File: src/rtl/ddr_wr_arbiter.sv
// Round-robin arbiter sharing one DDR write port among CH_NUM channel write buffers.
// Optional per-channel burst counters and a spurious-done flag when WR_ARB_STAT_EN is defined.
module ddr_wr_arbiter #(
    parameter int CH_NUM     = 4,
    parameter int CH_IDX_W   = 2,
    parameter int ADDR_WIDTH = 27,
    parameter int LEN_WIDTH  = 16,
    parameter int DQ_WIDTH   = 32
) (
    input  logic                           ddr_clk,
    input  logic                           ddr_rst,
    input  logic [CH_NUM-1:0]              ch_wreq,
    input  logic [CH_NUM*ADDR_WIDTH-1:0]   ch_waddr,
    input  logic [CH_NUM*LEN_WIDTH-1:0]    ch_wr_len,
    input  logic [CH_NUM*8*DQ_WIDTH-1:0]   ch_wdata,
    output logic [CH_NUM-1:0]              ch_wrdy,
    output logic [CH_NUM-1:0]              ch_wdata_req,
    output logic [CH_NUM-1:0]              ch_wdone,
    output logic                           ddr_wreq,
    output logic [ADDR_WIDTH-1:0]          ddr_waddr,
    output logic [LEN_WIDTH-1:0]           ddr_wr_len,
    input  logic                           ddr_wrdy,
    input  logic                           ddr_wdata_req,
    input  logic                           ddr_wdone,
    output logic [8*DQ_WIDTH-1:0]          ddr_wdata,
    output logic [CH_IDX_W-1:0]            grant_idx,
`ifdef WR_ARB_STAT_EN
    output logic [CH_NUM*16-1:0]           burst_cnt,
    output logic                           err_spurious,
`endif
    output logic                           arb_busy
);

    typedef enum logic [1:0] {S_IDLE, S_REQ, S_DATA, S_GAP} state_t;

    localparam logic [CH_IDX_W:0]   CH_NUM_W = (CH_IDX_W+1)'(CH_NUM);
    localparam logic [CH_IDX_W-1:0] LAST_IDX = CH_IDX_W'(CH_NUM - 1);

    state_t                  state_reg;
    logic [CH_IDX_W-1:0]     rr_ptr_reg;
    logic [CH_IDX_W-1:0]     grant_idx_reg;
    logic [CH_NUM-1:0]       grant_oh_reg;
    logic                    ddr_wreq_reg;
    logic [ADDR_WIDTH-1:0]   ddr_waddr_reg;
    logic [LEN_WIDTH-1:0]    ddr_wr_len_reg;

    logic [ADDR_WIDTH-1:0]   addr_arr [CH_NUM];
    logic [LEN_WIDTH-1:0]    len_arr  [CH_NUM];
    logic [8*DQ_WIDTH-1:0]   data_arr [CH_NUM];

    logic [CH_IDX_W-1:0]     win_idx;
    logic [CH_NUM-1:0]       win_oh;
    logic [CH_IDX_W:0]       cand;
    logic [CH_IDX_W-1:0]     rr_ptr_next;
    logic                    route_data;
    logic                    route_done;

    genvar gi;
    generate
        for (gi = 0; gi < CH_NUM; gi++) begin : g_slice
            assign addr_arr[gi] = ch_waddr[gi*ADDR_WIDTH +: ADDR_WIDTH];
            assign len_arr[gi]  = ch_wr_len[gi*LEN_WIDTH +: LEN_WIDTH];
            assign data_arr[gi] = ch_wdata[gi*8*DQ_WIDTH +: 8*DQ_WIDTH];
        end
    endgenerate

    // Scan from the farthest offset down so the set bit closest to rr_ptr wins.
    always_comb begin
        win_idx = '0;
        cand    = '0;
        for (int k = CH_NUM - 1; k >= 0; k--) begin
            cand = {1'b0, rr_ptr_reg} + (CH_IDX_W+1)'(k);
            if (cand >= CH_NUM_W)
                cand = cand - CH_NUM_W;
            if (ch_wreq[cand[CH_IDX_W-1:0]])
                win_idx = cand[CH_IDX_W-1:0];
        end
    end

    always_comb begin
        win_oh          = '0;
        win_oh[win_idx] = 1'b1;
    end

    assign rr_ptr_next = (grant_idx_reg == LAST_IDX) ? '0 : grant_idx_reg + 1'b1;

    always_ff @(posedge ddr_clk) begin
        if (ddr_rst) begin
            state_reg      <= S_IDLE;
            rr_ptr_reg     <= '0;
            grant_idx_reg  <= '0;
            grant_oh_reg   <= '0;
            ddr_wreq_reg   <= 1'b0;
            ddr_waddr_reg  <= '0;
            ddr_wr_len_reg <= '0;
        end else begin
            case (state_reg)
                S_IDLE: begin
                    if (|ch_wreq) begin
                        state_reg      <= S_REQ;
                        grant_idx_reg  <= win_idx;
                        grant_oh_reg   <= win_oh;
                        ddr_waddr_reg  <= addr_arr[win_idx];
                        ddr_wr_len_reg <= len_arr[win_idx];
                        ddr_wreq_reg   <= 1'b1;
                    end
                end
                S_REQ: begin
                    if (ddr_wdata_req) begin
                        ddr_wreq_reg <= 1'b0;
                        state_reg    <= S_DATA;
                    end
                end
                S_DATA: begin
                    if (ddr_wdone) begin
                        state_reg    <= S_GAP;
                        rr_ptr_reg   <= rr_ptr_next;
                        grant_oh_reg <= '0;
                    end
                end
                S_GAP: begin
                    // The released channel's request drop is seen before re-arbitrating.
                    state_reg <= S_IDLE;
                end
                default: state_reg <= S_IDLE;
            endcase
        end
    end

    assign route_data = ddr_wdata_req & ((state_reg == S_REQ) | (state_reg == S_DATA));
    assign route_done = ddr_wdone & (state_reg == S_DATA);

    assign ch_wdata_req = {CH_NUM{route_data}} & grant_oh_reg;
    assign ch_wdone     = {CH_NUM{route_done}} & grant_oh_reg;
    assign ch_wrdy      = {CH_NUM{ddr_wrdy & (state_reg == S_IDLE)}};
    assign ddr_wdata    = data_arr[grant_idx_reg];
    assign ddr_wreq     = ddr_wreq_reg;
    assign ddr_waddr    = ddr_waddr_reg;
    assign ddr_wr_len   = ddr_wr_len_reg;
    assign grant_idx    = grant_idx_reg;
    assign arb_busy     = (state_reg != S_IDLE);

`ifdef WR_ARB_STAT_EN
    logic [15:0] burst_cnt_reg [CH_NUM];
    logic        err_spurious_reg;

    generate
        for (gi = 0; gi < CH_NUM; gi++) begin : g_stat
            always_ff @(posedge ddr_clk) begin
                if (ddr_rst)
                    burst_cnt_reg[gi] <= '0;
                else if (ch_wdone[gi])
                    burst_cnt_reg[gi] <= burst_cnt_reg[gi] + 16'd1;
            end
            assign burst_cnt[gi*16 +: 16] = burst_cnt_reg[gi];
        end
    endgenerate

    always_ff @(posedge ddr_clk) begin
        if (ddr_rst)
            err_spurious_reg <= 1'b0;
        else if (ddr_wdone && (state_reg != S_DATA))
            err_spurious_reg <= 1'b1;
    end

    assign err_spurious = err_spurious_reg;
`endif

endmodule

File: config.mk
export PLATFORM = sky130hd
export DESIGN_NAME = ddr_wr_arbiter
export DESIGN_NICKNAME = d
export VERILOG_FILES = /design/src/rtl/ddr_wr_arbiter.sv
export SDC_FILE = /design/constraint.sdc
export NUM_CORES = 1
export LEC_CHECK = 0
export BUFFER_PORTS_ARGS = -buffer_cell sky130_fd_sc_hd__buf_2
export CAP_MARGIN = 20
export CORE_AREA = 8 8 583 585
export CTS_BUF_LIST = sky130_fd_sc_hd__clkbuf_16
export DETAILED_ROUTE_END_ITERATION = 12
export DIE_AREA = 0 0 591 593
export PLACE_DENSITY_LB_ADDON = 0.12
export REMOVE_ABC_BUFFERS = 1
export SKIP_CTS_REPAIR_TIMING = 1
export SYNTH_ARGS = -nofsm -noshare
export SYNTH_HDL_FRONTEND = slang
export SYNTH_SLANG_ARGS = --single-unit
File: constraint.sdc
create_clock -name ddr_clk -period 3.7 [get_ports ddr_clk]
set_clock_uncertainty 0.1 [all_clocks]
set_input_delay 0.185 -clock ddr_clk [delete_from_list [all_inputs] [get_ports ddr_clk]]
set_output_delay 0.185 -clock ddr_clk [all_outputs]
set_load 0.03 [all_outputs]
==> flow_summary.json <==
{
  "status": "complete, no violations",
  "grt_max_degree": 95,
  "initial_core_util_pct": 2.726,
  "min_to": "ddr_waddr[13]",
  "clkLatencyLatePin_ns": 0.35,
  "reg2reg_depth": 5,
  "hold_depth": 3,
  "crit_start": "grant_idx[0]",
  "cts_buffers": 5,
  "cts_tree": "yes",
  "std_cell_rows": 212,
  "core_area_mm2": 0.3313,
  "rrSetupSlack_ns": 1.14,
  "ctsHtreeMaxLevel": 2,
  "fin_total_pwr_mw": 9.931,
  "ir_drop_uv": 317.3,
  "synth-compound-area-share_pct": 13.09,
  "synth_top_family_by_area": "multiplexers",
  "largest_register_ffs": 27,
  "rsz0062_at_grt": "no",
  "track_usage_pct": 13.18,
  "cellPowerDensity_mw_per_mm2": 444.0,
  "yosysUniqueCellTypes": 36,
  "synth_mux_area_share_pct": 63.96,
  "max_freq_ghz": 0.3524,
  "grt_pass1_wl_um": 280200,
  "drive_gt1_share_pct": 86.13,
  "maxCapViolCount": 0,
  "dieWidth_um": 591,
  "dp_hpwl_um": 232500,
  "drt_first_pass_iters": 6,
  "avgSynthCellArea_um2": 13.68,
  "crit_fanout": 20,
  "start_kind": "register",
  "die_h_um": 593,
  "route.detailed.drc": 0,
  "r2r_start": "rr_ptr_reg[1]",
  "clk_pin_slew_ns": 0.11,
  "synthSimpleGateAreaFrac_pct": 4.268,
  "vias_per_cell": 2.483,
  "synthAdderAreaFrac_pct": 0.5542,
  "synthCells": 660,
  "yosysWarnings": 0,
  "fillCellCount": 39200,
  "drtIter0Drc": 1207,
  "clk_path_buf_depth": 2,
  "io_buffers": 1519,
  "grt_pass1_vias": 16070,
  "r2r_end": "ddr_waddr[16]",
  "setup_viol": 0,
  "arrival_ns": 2.55,
  "min_from": "ch_waddr[67]",
  "wl_um": 244900,
  "syn_area_mm2": 0.009030,
  "ys_ff_latch": 54,
  "wire_per_inst_um": 37.23,
  "num_vias": 16330,
  "yosysSeqAreaShare_pct": 11.97,
  "gp_congestion": 0.9573,
  "synth_xor_area_share_pct": 0,
  "worst_ep_required_time_ns": 3.41,
  "hold_class": "in -> reg",
  "p_leak_nw": 8.654,
  "numClockSinks": 54,
  "dieArea_mm2": 0.3505,
  "ant_nets": 0,
  "layout.nets": 3335,
  "slew_headroom_pct": 27.19,
  "finalHoldViolations": 0,
  "globalRouteOverflowTotal": 0,
  "period_share_pct": 76.70,
  "areaGrowthSynthToFinish_pct": 147.7,
  "tns_ns": 0,
  "cts_root_buf": "clkbuf_16",
  "worst_pin_slew_ns": 1.092,
  "crit_type": "reg -> out",
  "drv_slew": 0,
  "crit_path_end_kind": "primary output",
  "period_needed_ns": 2.838,
  "pin_count": 1520,
  "antenna_found_initial": 382
}
==> critical path, cell delays in order (launching register included) <==
cell and delay [ns]:
dfxtp_4 0.68, buf_4 0.52, mux4_2 0.71, buf_2 0.23
==> report_power, final <==
part | leakage, nW | internal (mW) | switching (mW)
Combinational | 8.13 | 2.56 | 5.70
Sequential | 0.449 | 0.817 | 0.232
Clock | 0.0763 | 0.263 | 0.361
Total | 8.65 | 3.64 | 6.29
==> cell usage in the layout (no fill, tap or decap), types with 2 or more instances in the layout <==
cell       instances
nor3_1             2
diode_2           63
mux4_2           256
nand2_1            5
o21ai_0            3
o221ai_1           2
ha_1               4
a22oi_1            5
a211oi_1          43
dfxtp_1           52
inv_1              7
buf_2           1519
buf_12            13
nand2b_2           2
a21oi_1           51
buf_4             22
nor2_1            59
clkinv_4           2
nand3_1            2
nor2_4             2
a222oi_1          43
dfxtp_4            2
inv_2              2
clkbuf_16          5
o21ai_1            2
and3_1             8
==> how the worst max path moves through the flow <==
stage | to | slack, ns | depth (start not counted)
after floorplan | ddr_wdata[0] | -8.43 | 1
after global placement | ddr_wdata[246] | 1.04 | 3
after detailed placement | ddr_wdata[179] | 1.06 | 3
after CTS | ddr_wdata[179] | 0.62 | 3
after global routing | ddr_wdata[179] | 0.62 | 3
final | ddr_wdata[179] | 0.86 | 3
==> area by class of cell <==
class                   count  area [um2]  share of cell area [%]
inverters                   9       33.78                  0.1511
clock buffers               5       125.1                  0.5595
repair buffers           1554        8028                   35.90
multi-input cells         502        7413                   33.15
clock inverters             3       28.78                  0.1287
flip-flops and latches     54        1089                   4.867
diodes                     63       157.7                  0.7049
well taps                4387        5489                   24.54
==> cells by family (layout without fill, tap and decap cells) <==
family                   after synthesis  count (layout)
AND/OR/NAND/NOR                       85              85
flip-flops                            54              54
AO/OA/AOI/OAI                        156             156
other                                  0              63
buffers and inverters                104            1571
multiplexers                         257             257
adder cells (fa/ha/maj)                4               4
==> per-stage QoR <==
| step | cells | hold slack (ns) | instance area (um2) | util [%] | setup slack, ns |
|---|---|---|---|---|---|
| floorplan | 565 | 0.1541 | 8508 | - | -8.431 |
| global placement | 6506 | 0.3992 | 22050 | 6.656 | 1.044 |
| detailed placement | 6506 | 0.3982 | 22050 | 6.656 | 1.058 |
| CTS | 6514 | -0.002253 | 22210 | 6.703 | 0.6183 |
| global route | 6530 | 0.03552 | 22250 | 6.715 | 0.6154 |
| finish | 6577 | 0.03942 | 22360 | 6.750 | 0.8620 |
==> routing by layer <==
layer / up-vias / GRT usage (%) / wire length, um
li1: 6045 / - / -
met1: 7949 / 14.33 / 89100
met2: 1591 / 23.38 / 119300
met3: 582 / 7.209 / 31330
met4: 166 / 1.006 / 4070
met5: - / 0 / 1070
==> cell usage after synthesis <==
cell         n  share of area [%]
mux4_2     256                 64
nor2_1      59                2.5
dfxtp_1     54                 12
a21oi_1     51                2.8
a211oi_1    43                3.6
a222oi_1    43                4.8
buf_2       39                2.2
clkbuf_1    34                1.4
buf_6       13                1.6
and3_1       8               0.55
inv_1        7               0.29
a22oi_1      5               0.42
buf_4        5               0.42
nand2_1      5               0.21
buf_1        4               0.17
ha_1         4               0.55
nor2_2       3               0.21
o21ai_0      3               0.17
inv_2        2              0.083
nand2b_1     2               0.14
nand3_1      2               0.11
nor3_1       2               0.11
o21ai_1      2               0.11
o221ai_1     2               0.19
a2111oi_0    1              0.097
a21oi_2      1              0.097
a221oi_1     1              0.097
a2bb2oi_1    1              0.097
a31oi_4      1               0.24
and2_1       1              0.069
mux2i_1      1               0.11
nand2b_2     1              0.097
nor4_4       1               0.24
o211a_1      1               0.11
o2bb2ai_4    1               0.30
or2b_1       1              0.083
No activity file was read; power rests on OpenSTA's default activity.
